--- config.mk ---
export PLATFORM = sky130hd
export DESIGN_NAME = issue_queue_flush_index_returner
export DESIGN_NICKNAME = d
export VERILOG_FILES = /design/src/rtl/issue_queue_flush_index_returner_pkg.sv /design/src/rtl/issue_queue_lowest_two_picker.sv /design/src/rtl/issue_queue_flush_index_returner.sv
export SDC_FILE = /design/constraint.sdc
export NUM_CORES = 1
export LEC_CHECK = 0
export CAP_MARGIN = 20
export CORE_ASPECT_RATIO = 0.75
export CORE_MARGIN = 3
export CORE_UTILIZATION = 55
export CTS_CLUSTER_SIZE = 8
export DETAILED_ROUTE_END_ITERATION = 8
export PLACE_DENSITY_LB_ADDON = 0.05
export RECOVER_POWER = 50
export SETUP_SLACK_MARGIN = 0.4
export SYNTH_ARGS = -nofsm -noshare
export SYNTH_HDL_FRONTEND = slang
export SYNTH_HIERARCHICAL = 1
export SYNTH_SLANG_ARGS = --single-unit
--- constraint.sdc ---
create_clock -name clk -period 4.75 [get_ports clk]
set_input_delay 1.425 -clock clk [delete_from_list [all_inputs] [get_ports clk]]
set_output_delay 1.425 -clock clk [all_outputs]
set_load 0.1 [all_outputs]
--- src/rtl/issue_queue_flush_index_returner_pkg.sv ---
// Shared scheduler constants and types for the issue-queue flush index return port.
package issue_queue_flush_index_returner_pkg;

  localparam int ISSUE_QUEUE_ENTRY_NUM          = 16;
  localparam int ISSUE_QUEUE_RETURN_INDEX_WIDTH = 2;
  localparam int ISSUE_QUEUE_RETURN_INDEX_CYCLE =
    (ISSUE_QUEUE_ENTRY_NUM + ISSUE_QUEUE_RETURN_INDEX_WIDTH - 1) / ISSUE_QUEUE_RETURN_INDEX_WIDTH;

  typedef logic [$clog2(ISSUE_QUEUE_ENTRY_NUM)-1:0]   IssueQueueIndexPath;
  typedef logic [$clog2(ISSUE_QUEUE_ENTRY_NUM+1)-1:0] IssueQueueCountPath;
  typedef logic [ISSUE_QUEUE_ENTRY_NUM-1:0]           IssueQueueOneHotPath;

  typedef enum logic {
    IQ_RET_IDLE,
    IQ_RET_RETURN
  } IssueQueueReturnState;

endpackage

--- src/rtl/issue_queue_lowest_two_picker.sv ---
// Combinational picker: lowest and second-lowest set bits of a mask, as one-hots and indices.
module issue_queue_lowest_two_picker
  import issue_queue_flush_index_returner_pkg::*;
#(
  parameter int ENTRY_NUM = ISSUE_QUEUE_ENTRY_NUM,
  localparam int IDX_W = $clog2(ENTRY_NUM)
) (
  input  logic [ENTRY_NUM-1:0] mask,
  output logic [ENTRY_NUM-1:0] onehot0,
  output logic [ENTRY_NUM-1:0] onehot1,
  output logic [IDX_W-1:0]     idx0,
  output logic [IDX_W-1:0]     idx1,
  output logic                 valid0,
  output logic                 valid1
);

  logic [ENTRY_NUM-1:0] rest;

  // x & -x isolates the lowest set bit
  assign onehot0 = mask & (~mask + ENTRY_NUM'(1));
  assign rest    = mask & ~onehot0;
  assign onehot1 = rest & (~rest + ENTRY_NUM'(1));
  assign valid0  = |mask;
  assign valid1  = |rest;

  always_comb begin
    idx0 = '0;
    idx1 = '0;
    for (int i = 0; i < ENTRY_NUM; i++) begin
      if (onehot0[i]) idx0 = IDX_W'(i);
      if (onehot1[i]) idx1 = IDX_W'(i);
    end
  end

endmodule

--- src/rtl/issue_queue_flush_index_returner.sv ---
// Returns flushed issue-queue indices to the free list, two per accepted cycle, lowest first.
// Lane outputs are combinational from the pending mask; busy stalls dispatch until done.
module issue_queue_flush_index_returner
  import issue_queue_flush_index_returner_pkg::*;
#(
  parameter int ENTRY_NUM    = ISSUE_QUEUE_ENTRY_NUM,
  parameter int RETURN_WIDTH = ISSUE_QUEUE_RETURN_INDEX_WIDTH,
  localparam int IDX_W = $clog2(ENTRY_NUM),
  localparam int CNT_W = $clog2(ENTRY_NUM + 1)
) (
  input  logic                          clk,
  input  logic                          rst,
  input  logic                          flushReq,
  input  logic [ENTRY_NUM-1:0]          flushMask,
  input  logic                          freeListReady,
  output logic [RETURN_WIDTH-1:0]       returnValid,
  output logic [RETURN_WIDTH*IDX_W-1:0] returnIndex,
  output logic                          busy,
  output logic                          done,
  output logic [CNT_W-1:0]              returnedCount
);

  IssueQueueReturnState state;
  logic [ENTRY_NUM-1:0] pending;
  logic [ENTRY_NUM-1:0] next_pending;
  logic [ENTRY_NUM-1:0] merge_mask;
  logic [ENTRY_NUM-1:0] xfer;
  logic [ENTRY_NUM-1:0] onehot0;
  logic [ENTRY_NUM-1:0] onehot1;
  logic [ENTRY_NUM-1:0] seen;
  logic [IDX_W-1:0]     idx0;
  logic [IDX_W-1:0]     idx1;
  logic                 vld0;
  logic                 vld1;
  logic                 active;

  issue_queue_lowest_two_picker #(.ENTRY_NUM(ENTRY_NUM)) u_picker (
    .mask    (pending),
    .onehot0 (onehot0),
    .onehot1 (onehot1),
    .idx0    (idx0),
    .idx1    (idx1),
    .valid0  (vld0),
    .valid1  (vld1)
  );

  assign active       = (state == IQ_RET_RETURN);
  assign busy         = active;
  assign returnValid  = active ? {vld1, vld0} : '0;
  assign returnIndex  = active ? {idx1, idx0} : '0;
  assign xfer         = (active && freeListReady) ? (onehot0 | onehot1) : '0;
  assign merge_mask   = flushReq ? flushMask : '0;
  // Clearing after the merge keeps a bit sent this cycle from being re-queued by a new flush
  assign next_pending = (pending | merge_mask) & ~xfer;

  always_ff @(posedge clk) begin
    if (rst) begin
      state         <= IQ_RET_IDLE;
      pending       <= '0;
      returnedCount <= '0;
      done          <= 1'b0;
    end else begin
      pending <= next_pending;
      done    <= 1'b0;
      if (state == IQ_RET_IDLE) begin
        if (flushReq) begin
          returnedCount <= '0;
          if (|flushMask) state <= IQ_RET_RETURN;
          else            done  <= 1'b1;
        end
      end else begin
        if (freeListReady)
          returnedCount <= returnedCount + CNT_W'(vld0) + CNT_W'(vld1);
        if (next_pending == '0) begin
          state <= IQ_RET_IDLE;
          done  <= 1'b1;
        end
      end
    end
  end

  // Indices handed out since the last start, used only to check for duplicates
  always_ff @(posedge clk) begin
    if (rst)                   seen <= '0;
    else if (!active && flushReq) seen <= '0;
    else                       seen <= seen | xfer;
  end

  a_lanes_distinct: assert property (@(posedge clk) disable iff (rst)
    !(active && vld0 && vld1 && (idx0 == idx1)));
  a_done_not_busy: assert property (@(posedge clk) disable iff (rst)
    !(done && busy));
  a_no_double_return: assert property (@(posedge clk) disable iff (rst)
    ((xfer & seen) == '0));

endmodule

==> results of run 1 <==
==> kinds of logic after synthesis <==
group,after synthesis
muxes,4
other,1
xor gates and xnor gates,7
DFF,23
and+or+nand+nor,173
adders and majority gates,4
buffers and inverters,33
AOI/OAI and AO/OA,91
==> final cells by class <==
type / instances / area (um2) / area share
clock buffer: 3 / 41.3 / 0.0144
clock inverter: 1 / 5.00 / 0.00175
inverter: 6 / 22.5 / 0.00787
multi-input combinational: 280 / 1750 / 0.611
sequential: 23 / 467 / 0.163
tap: 52 / 65.1 / 0.0227
timing repair buffer: 47 / 514 / 0.180
==> how the worst max path moves through the flow <==
stage               startpoint              to  slack, ns  cells after the start
CTS                 pending[1]  returnValid[1]       0.46                      7
floorplan           pending[0]  returnIndex[6]       0.41                      9
detailed placement  pending[1]  returnIndex[5]       0.38                      8
global placement    pending[1]  returnIndex[5]       0.55                      8
global route        pending[0]  returnValid[1]       0.28                      7
finish              pending[0]  returnValid[1]       0.36                      7
==> critical path, stage by stage (launching register included) <==
cell and delay [ns]:
dfxtp_1 0.38, or4_1 0.71, a2111oi_2 0.42, a21oi_1 0.12, a21o_1 0.26, or3_1 0.43, and2_1 0.21, buf_12 0.17
==> per-layer routing <==
metal / global-route usage / up-vias / wire, um
met3: 0.0592 / 12 / 1040
met4: 0.0570 / 0 / 109
met1: 0.467 / 1291 / 3270
li1: - / 1278 / -
met2: 0.423 / 217 / 3200
met5: 0 / - / 0
==> per-stage QoR <==
stage                     area (um2)  hold WS, ns
final                           2860        0.522
after detailed placement        2770        0.509
after global placement          2770        0.481
after CTS                       2830        0.525
after global routing            2860        0.574
after floorplan                 2320        0.532
==> synth_stat cells, types with 5 or more instances <==
cell type and n:
or2_2 9, nor3_1 33, nor4_1 9, clkbuf_1 21, xnor2_1 5, a211oi_1 6, dfxtp_1 23, o21ai_0 7
inv_1 6, nor2_1 52, and3_1 7, and2_1 19, or4_1 5, nand2_1 13, a21oi_1 29, nand4_1 5
==> placed cells by master, fill, tap and decap left out, types with 4 or more instances in the layout <==
cell              n
nor2_1           51
nor3_1           31
a21oi_1          28
clkdlybuf4s50_1  22
and2_1           19
dfxtp_1          18
nand2_1          13
buf_4            12
or2_2             9
nor4_1            9
buf_12            8
o21ai_0           7
and3_1            7
inv_1             6
a211oi_1          5
nand4_1           5
xnor2_1           5
dfxtp_2           5
nand2b_1          4
o31ai_1           4
a21o_1            4
o32ai_1           4
nand3_1           4
dlygate4sd3_1     4
==> state kept, by name, indices dropped and copies added, names as in the netlist <==
| signal | count |
|---|---|
| busy | 1 |
| returnedCount | 5 |
| done | 1 |
| pending | 16 |
==> repair_timing <==
| action | 4_1_cts | 5_1_grt |
|---|---|---|
| setup endpoints to repair | 7 | 6 |
| gates resized for setup | 6 | 10 |
| setup buffers | 0 | 1 |
| pin swaps | 0 | 4 |
==> power by group through the flow <==
stage          combinational (uW)  sequential [uW]  clock (uW)
6_report                      412              238         126
5_1_grt                       436              240         136
2_1_floorplan                 274              232           0
3_3_place_gp                  390              239           0
3_5_place_dp                  393              239           0
4_1_cts                       399              235         125
==> metrics.cfg, run 1 <==
[outcome]
status = finished, final reports clean

[synth]
yosysSeqAreaShare = 0.199
synth_mux_area_frac = 0.0178
synth-compound-area-share = 0.276
synth_top_family_by_area = simple AND/OR/NAND/NOR gates
synth-main-ff-cell = dfxtp_1
synth-simple-area-share = 0.394
ys_ff_latch = 23
synth.area.top_cells = dfxtp_1 20%, nor2_1 8.4%, nor3_1 7.1%
synth_xor_area_frac = 0.0265
yosysTopAreaCell = dfxtp_1
synth_cell_types = 66
synth_area_mm2 = 0.00232
syn_nets = 358
synthCells = 336
synthAdderAreaFrac = 0.0232
yosysWarnings = 6
async_flop_share = 0
synth_edf_count = 0
synth_top_area_frac = 0.199
synth.avg_cell_area_um2 = 6.90

[finish]
drive_above_1_share = 0.153
n_fill_cell = 315
final_util = 0.743
area_growth_pct = 23.5
antenna_cells = 0
stdcell_count = 412
nets = 383

[sta]
final.setup.tns_ns = 0
max_clock_freq_mhz = 228
fin_ws_ns = 0.357
timing.final.crit_share = 0.925
fin_worst_skew_ns = 0.00467
finalMaxSlewViolations = 0
layout_min_cycle_time_ns = 4.39
setup_viol = 0
slew_headroom = 0.351
hold_viol = 0
rsz0062_at_grt = false
worst_pin_slew_ns = 0.970

[die]
initial_core_util = 0.602
dieArea_mm2 = 0.00504
rows = 19
dieHeight_um = 62.2
die_w_um = 81.0
coreArea_mm2 = 0.00385
ios = 37

[setup_path]
rrSetupSlack_ns = 1.13
crit_type = flop to output port
r2r_cells = 10
endpoint_kind = output port
required_ns = 3.32
start_kind = flop
cp_max_fo = 8
rr_startpoint = pending[0]
r2r_end = done
cp_data_arrival_time_ns = 2.97

[worst_hold_path]
whs_path_depth = 2
hold_end = returnedCount[3]
min_from = returnedCount[3]
hold_class = flop to flop

[route]
drc = 0
avgRoutedWirePerCell_um = 18.5
drt_iter0_drc = 327
ant_nets = 0
dr.pass1.iters = 5
viasPerCell = 6.79
via_count = 2798
finalWirelength_um = 7610

[placement]
place_inst = 407
place_ws_ns = 0.384
dp_hpwl_um = 5790
portBuffers = 36
gp_congestion = 1.04

[cts]
holdBufCountCts = 0
cts_tree = built
clk_latency_ns = 0.27
clock_sinks = 23
clk_pin_slew_worst_paths_ns = 0.09
max-clock-path-buffers = 2
clock-root-buffer = clkbuf_8
cts_buffers = 3
cts_max_level = 1

[pwr]
power_frac_clock = 0.162
p_leak_uw = 0.00104
combPwrFrac = 0.531
power.density_mw_per_mm2 = 271
netSwitchingPower_uw = 354
ir_drop_v = 0.000195
seq_power_share = 0.306
p_sw_frac = 0.456
internal-power_uw = 422
finalPower_uw = 776

[global_route]
antenna_found_initial = 0
overflow = 0
grt_max_degree = 25
grt_pass1_wl_um = 12100
track_usage = 0.300
grt_pass1_vias = 2406

[flow_run]
drv_cap = 0

(Power assumes the default switching activity.)
==> run 2, diff against run 1 <==
--- a/config.mk
+++ b/config.mk
@@ -8,13 +8,11 @@
 export CAP_MARGIN = 20
 export CORE_ASPECT_RATIO = 0.75
 export CORE_MARGIN = 3
-export CORE_UTILIZATION = 55
-export CTS_CLUSTER_SIZE = 8
+export CORE_UTILIZATION = 54
 export DETAILED_ROUTE_END_ITERATION = 8
 export PLACE_DENSITY_LB_ADDON = 0.05
 export RECOVER_POWER = 50
 export SETUP_SLACK_MARGIN = 0.4
 export SYNTH_ARGS = -nofsm -noshare
 export SYNTH_HDL_FRONTEND = slang
-export SYNTH_HIERARCHICAL = 1
 export SYNTH_SLANG_ARGS = --single-unit
==> metrics.cfg, run 2 <==
[route]
viasPerCell = 6.48  ; -4.6%
drt_iter0_drc = 556  ; +70%
drc = 0  ; unchanged
dr.pass1.iters = 6  ; +1
ant_nets = 0  ; unchanged
avgRoutedWirePerCell_um = 16.9  ; -8.7%
via_count = 2500  ; -11%
finalWirelength_um = 6510  ; -14%

[pwr]
power_frac_clock = 0.166  ; +0.004
finalPower_uw = 738  ; -4.9%
seq_power_share = 0.324  ; +0.018
netSwitchingPower_uw = 340  ; -3.8%
ir_drop_v = 0.000230  ; +18%
internal-power_uw = 398  ; -5.7%
combPwrFrac = 0.510  ; -0.021
p_leak_uw = 0.000968  ; -7.4%
p_sw_frac = 0.461  ; +0.00493
power.density_mw_per_mm2 = 280  ; +3.3%

[setup_path]
start_kind = flop
worst_path_max_delay_cell = dfxtp_1
startpoint = pending[7]
cp_data_arrival_time_ns = 2.74  ; -0.23 ns
rr_startpoint = pending[7]
endpoint_kind = output port
path_cells = nor4_4 -> nand3_1 -> maj3_1 -> o21a_1 -> o22a_1 -> o311a_1 -> buf_4
required_ns = 3.32  ; about the same
cp_max_fo = 13  ; +5
crit_type = flop to output port
slowest_delay_ns = 0.46  ; -0.25 ns
rrSetupSlack_ns = 1.46  ; +0.33 ns

[sta]
fin_worst_skew_ns = 0.0130  ; +0.00833 ns
finalMaxSlewViolations = 0  ; unchanged
rsz0062_at_grt = false
max_clock_freq_mhz = 240  ; +5.4%
timing.final.crit_share = 0.878  ; -0.0470
final.setup.tns_ns = 0  ; unchanged
slew_headroom = 0.345  ; -0.00570
worst_pin_slew_ns = 0.979  ; +0.00853 ns
fin_ws_ns = 0.580  ; +0.223 ns
setup_viol = 0  ; unchanged
layout_min_cycle_time_ns = 4.17  ; -0.223 ns
hold_viol = 0  ; unchanged

[cts]
max-clock-path-buffers = 2  ; unchanged
cts_buffers = 3  ; unchanged
clk_latency_ns = 0.27  ; about the same
cts_max_level = 1  ; unchanged
clock-root-buffer = clkbuf_8
cts_tree = built
clock_sinks = 23  ; unchanged
clk_pin_slew_worst_paths_ns = 0.09  ; about the same

[flow_run]
drv_cap = 0  ; unchanged

[placement]
place_ws_ns = 0.745  ; +0.361 ns
gp_congestion = 0.941  ; -9.8%
dp_hpwl_um = 4970  ; -14%
place_inst = 381  ; -6.4%
portBuffers = 36  ; unchanged

[die]
dieArea_mm2 = 0.00491  ; -2.5%
coreArea_mm2 = 0.00380  ; -1.2%
initial_core_util = 0.582  ; -0.0201
rows = 19  ; unchanged
ios = 37  ; unchanged
dieHeight_um = 61.4  ; -1.3%
die_w_um = 79.9  ; -1.3%

[synth]
synthCells = 318  ; -5.4%
yosysWarnings = 0  ; -6
synth_cell_types = 64  ; -3.0%
synth.area.top_cells = dfxtp_1 21%, a21oi_1 7.2%, nor2_1 5.3%
synth_edf_count = 0  ; unchanged
syn_nets = 340  ; -5.0%
yosysTopAreaCell = dfxtp_1
synth-main-ff-cell = dfxtp_1
synth.avg_cell_area_um2 = 6.96  ; +0.87%
yosysSeqAreaShare = 0.208  ; +0.00944
yosysMostFrequentCell = a21oi_1
synth_top_area_frac = 0.208  ; +0.00944
ys_ff_latch = 23  ; unchanged
synth_area_mm2 = 0.00221  ; -4.5%
ys_top_cells_by_count = 32 x a21oi_1, 31 x nor2_1, 26 x nand2_1
async_flop_share = 0  ; unchanged

[finish]
mostFrequentLayoutCells = 31 x nor2_1, 31 x a21oi_1, 26 x nand2_1
area_growth_pct = 19.1
top_regs = pending (16), returnedCount (5)
drive_above_1_share = 0.126  ; -0.0270
largest-register = pending
largest_reg_flops = 16  ; unchanged
antenna_cells = 0  ; unchanged
stdcell_count = 386  ; -6.3%
nets = 357  ; -6.8%

[outcome]
status = finished, final reports clean

[global_route]
grt_pass1_wl_um = 10200  ; -16%
overflow = 0  ; unchanged
grt_max_degree = 22  ; -12%
grt_pass1_vias = 2116  ; -12%
track_usage = 0.269  ; -0.0308
antenna_found_initial = 0  ; unchanged

[worst_hold_path]
hold_class = flop to flop
min_from = returnedCount[4]

[run 2: changes by cell type after synthesis, sizes merged, moves of 4 or more]
cell and change:
nand2 +12, and2 -13, o32ai -5, nor3 -27
a21boi +4, nand3 +8, o21ai +13, nor2 -21
nand3b +5, nor2b +6, xnor2 -4
[run 2: path summary, 6_finish.rpt]
path                                    endpoint  depth (start not counted)
worst max-delay path              returnIndex[7]                          7
worst min-delay path            returnedCount[4]                          2
worst max register to register  returnedCount[4]                         12
worst min register to register  returnedCount[4]                          2
[run 2: per-stage QoR]
step	hold WS (ns)	util	instance area [um2]
finish	0.484	0.693	2640
global route	0.503	0.693	2640
CTS	0.484	0.687	2610
detailed placement	0.471	0.675	2570
global placement	0.462	0.675	2570
floorplan	0.618	-	2230
[run 2: final cells by class]
type	count	area (um2)
multi-input cells	255	1620
fillers	346	1170
flip-flops and latches	23	460
repair buffers	44	413
well taps	52	65.1
clock buffers	3	41.3
inverters	8	30.0
clock inverters	1	5.00
[run 2: power by group through the flow]
stage / clock network [uW] / logic, uW / registers, uW
after floorplan: 0 / 287 / 232
after global placement: 0 / 367 / 239
after detailed placement: 0 / 368 / 240
after CTS: 123 / 370 / 235
after global routing: 133 / 405 / 243
final: 122 / 376 / 239
[run 2: logic make-up after synthesis]
kind of cell	count (synthesis)	synth area share
buf+inv	40	0.0769
simple gates	136	0.333
fa+ha+maj	5	0.0288
mux	2	0.00905
xor+xnor	2	0.00792
compound gates	110	0.337
flops	23	0.208
[run 2: critical path: cells and delay by family, from the launching register on]
| kind | cells | cell delay, ns |
|---|---|---|
| DFF | 1 | 0.46 |
| adders and majority gates | 1 | 0.40 |
| buffers and inverters | 1 | 0.24 |
| and+or+nand+nor | 2 | 0.65 |
| AOI/OAI and AO/OA | 3 | 0.73 |
[run 2: per-layer routing]
metal,wire length (um),vias up,GRT usage,part of all wire
li1,-,1221,-,-
met1,2970,1134,0.402,0.46
met2,2850,133,0.415,0.44
met3,608,12,0.0278,0.093
met4,90,0,0.0747,0.014
met5,0,-,0,0
[run 2: timing repair]
| action | 4_1_cts | 5_1_grt |
|---|---|---|
| resized for setup | 0 | 3 |
| hold buffers | 0 | 0 |
| setup buffers | 0 | 1 |
| endpoints found under the setup margin | 0 | 2 |
==> run 3, diff against run 2 <==
--- a/config.mk
+++ b/config.mk
@@ -8,7 +8,8 @@
 export CAP_MARGIN = 20
 export CORE_ASPECT_RATIO = 0.75
 export CORE_MARGIN = 3
-export CORE_UTILIZATION = 54
+export CORE_UTILIZATION = 56
+export CTS_BUF_LIST = sky130_fd_sc_hd__clkbuf_2 sky130_fd_sc_hd__clkbuf_4 sky130_fd_sc_hd__clkbuf_8
 export DETAILED_ROUTE_END_ITERATION = 8
 export PLACE_DENSITY_LB_ADDON = 0.05
 export RECOVER_POWER = 50
==> metrics.cfg, run 3 (same netlist as run 2, synthesis figures left out) <==
[setup_path]
cp_max_fo = 16  ; +3
worst_path_max_delay_cell = dfxtp_1
endpoint_kind = output port
rrSetupSlack_ns = 1.41  ; -0.05 ns
crit_type = flop to output port
r2r_cells = 12  ; unchanged
start_kind = flop
rr_startpoint = pending[8]
path_cells = nor4_4 -> nand3_1 -> maj3_1 -> o21a_1 -> o22a_1 -> o311a_1 -> buf_4
cp_data_arrival_time_ns = 2.81  ; +0.07 ns
r2r_end = returnedCount[4]
required_ns = 3.32  ; about the same
slowest_delay_ns = 0.49  ; +0.03 ns

[route]
via_count = 2467  ; -1.3%
avgRoutedWirePerCell_um = 17.1  ; +1.4%
ant_nets = 0  ; unchanged
drc = 0  ; unchanged
drt_iter0_drc = 271  ; -51%
dr.pass1.iters = 5  ; -1
viasPerCell = 6.48  ; about the same
finalWirelength_um = 6520  ; about the same

[die]
die_w_um = 78.6  ; -1.7%
dieHeight_um = 60.4  ; -1.6%
rows = 19  ; unchanged
coreArea_mm2 = 0.00373  ; -1.9%
initial_core_util = 0.593  ; +0.0111
dieArea_mm2 = 0.00475  ; -3.3%
ios = 37  ; unchanged

[finish]
multi_input_comb_area_mm2 = 0.00162  ; about the same
largest-register = pending
nets = 352  ; -1.4%
top_regs = pending (16), returnedCount (5)
n_fill_cell = 339  ; -2.0%
final-seq-area_um2 = 465  ; +1.1%
largest_reg_flops = 16  ; unchanged
antenna_cells = 0  ; unchanged
mostFrequentLayoutCells = 31 x a21oi_1, 30 x nor2_1, 26 x nand2_1
area_growth_pct = 16.9
drive_above_1_share = 0.122  ; -0.00417
layout_commonest_cell = a21oi_1

[pwr]
p_leak_uw = 0.000931  ; -3.8%
finalPower_uw = 740  ; +0.23%
power.density_mw_per_mm2 = 286  ; +2.1%
ir_drop_v = 0.000260  ; +13%

[placement]
gp_congestion = 0.950  ; +0.92%
portBuffers = 36  ; unchanged
dp_hpwl_um = 4830  ; -2.8%

[cts]
cts_tree = built
clock-root-buffer = clkbuf_8
clock_sinks = 23  ; unchanged
max-clock-path-buffers = 2  ; unchanged
clk_latency_ns = 0.27  ; about the same
clk_pin_slew_worst_paths_ns = 0.10  ; about the same
holdBufCountCts = 0  ; unchanged
cts_buffers = 3  ; unchanged
cts_max_level = 1  ; unchanged

[sta]
worst_pin_slew_ns = 1.16  ; +0.181 ns
hold_viol = 0  ; unchanged
max_clock_freq_mhz = 236  ; -1.5%
timing.final.crit_share = 0.891  ; +0.0134
finalMaxSlewViolations = 0  ; unchanged
layout_min_cycle_time_ns = 4.23  ; +0.0639 ns
final.setup.tns_ns = 0  ; unchanged
fin_worst_skew_ns = 0.0111  ; -0.00189 ns
rsz0062_at_grt = false
setup_viol = 0  ; unchanged
slew_headroom = 0.230  ; -0.115

[worst_hold_path]
min_from = returnedCount[4]
hold_class = flop to flop
whs_path_depth = 2  ; unchanged
hold_end = returnedCount[4]

[flow_run]
drv_cap = 0  ; unchanged

[global_route]
grt_pass1_wl_um = 10100  ; -0.27%
grt_pass1_vias = 2059  ; -2.7%
grt_max_degree = 22  ; unchanged
track_usage = 0.271  ; +0.00125
antenna_found_initial = 0  ; unchanged
overflow = 0  ; unchanged

[outcome]
status = finished, final reports clean

[run 3: cell count changes in the layout (fill, tap and decap cells not counted), sizes merged]
cell / change
clkinvlp: +1
clkbuf: +2
dlygate4sd3: -1
buf: -7
clkdlybuf4s50: +1
clkinv: -1
[run 3: report_power, final]
group	switching, uW	total [uW]	internal, uW
Sequential	45.1	251	206
Combinational	231	357	126
Clock	72.3	132	59.5
[run 3: final cells by class]
type	count	share of cell area
multi-input cells	255	0.627
flip-flops and latches	23	0.180
repair buffers	39	0.137
well taps	52	0.0252
clock buffers	3	0.0160
inverters	8	0.0116
clock inverters	1	0.00290
[run 3: routing by layer]
metal  GRT usage  vias to the layer above  routed length [um]
met5           0                        -                   0
met4      0.0673                        0                  90
met3      0.0386                       10                 536
met2       0.417                      131                2800
met1       0.400                     1121                3090
li1            -                     1205                   -
[run 3: what timing repair did]
action	CTS	global route
gates resized for setup	0	9
buffers inserted	0	0
endpoints found under the setup margin	0	5
[run 3: worst max-delay path by stage]
stage | end | slack, ns | start | cells after the start
finish | returnIndex[7] | 0.52 | pending[8] | 7
global route | returnIndex[7] | 0.38 | pending[4] | 7
CTS | returnIndex[7] | 0.45 | pending[4] | 7
detailed placement | returnIndex[7] | 0.76 | pending[4] | 7
global placement | returnIndex[7] | 0.80 | pending[8] | 7
floorplan | returnValid[1] | 0.35 | busy | 3
[run 3: stage by stage]
step,area (um2),util,setup WS [ns],hold WS [ns],cells
after floorplan,2230,-,0.346,0.618,318
after global placement,2520,0.677,0.802,0.467,377
after detailed placement,2520,0.677,0.762,0.477,377
after CTS,2570,0.690,0.452,0.491,381
after global routing,2590,0.693,0.377,0.510,381
final,2590,0.693,0.516,0.492,381
[run 3: critical path, delay by kind of cell (launching register included)]
family,cells,cell delay (ns)
buffers and inverters,1,0.23
and+or+nand+nor,2,0.68
AOI/OAI and AO/OA,3,0.73
DFF,1,0.49
adders and majority gates,1,0.41
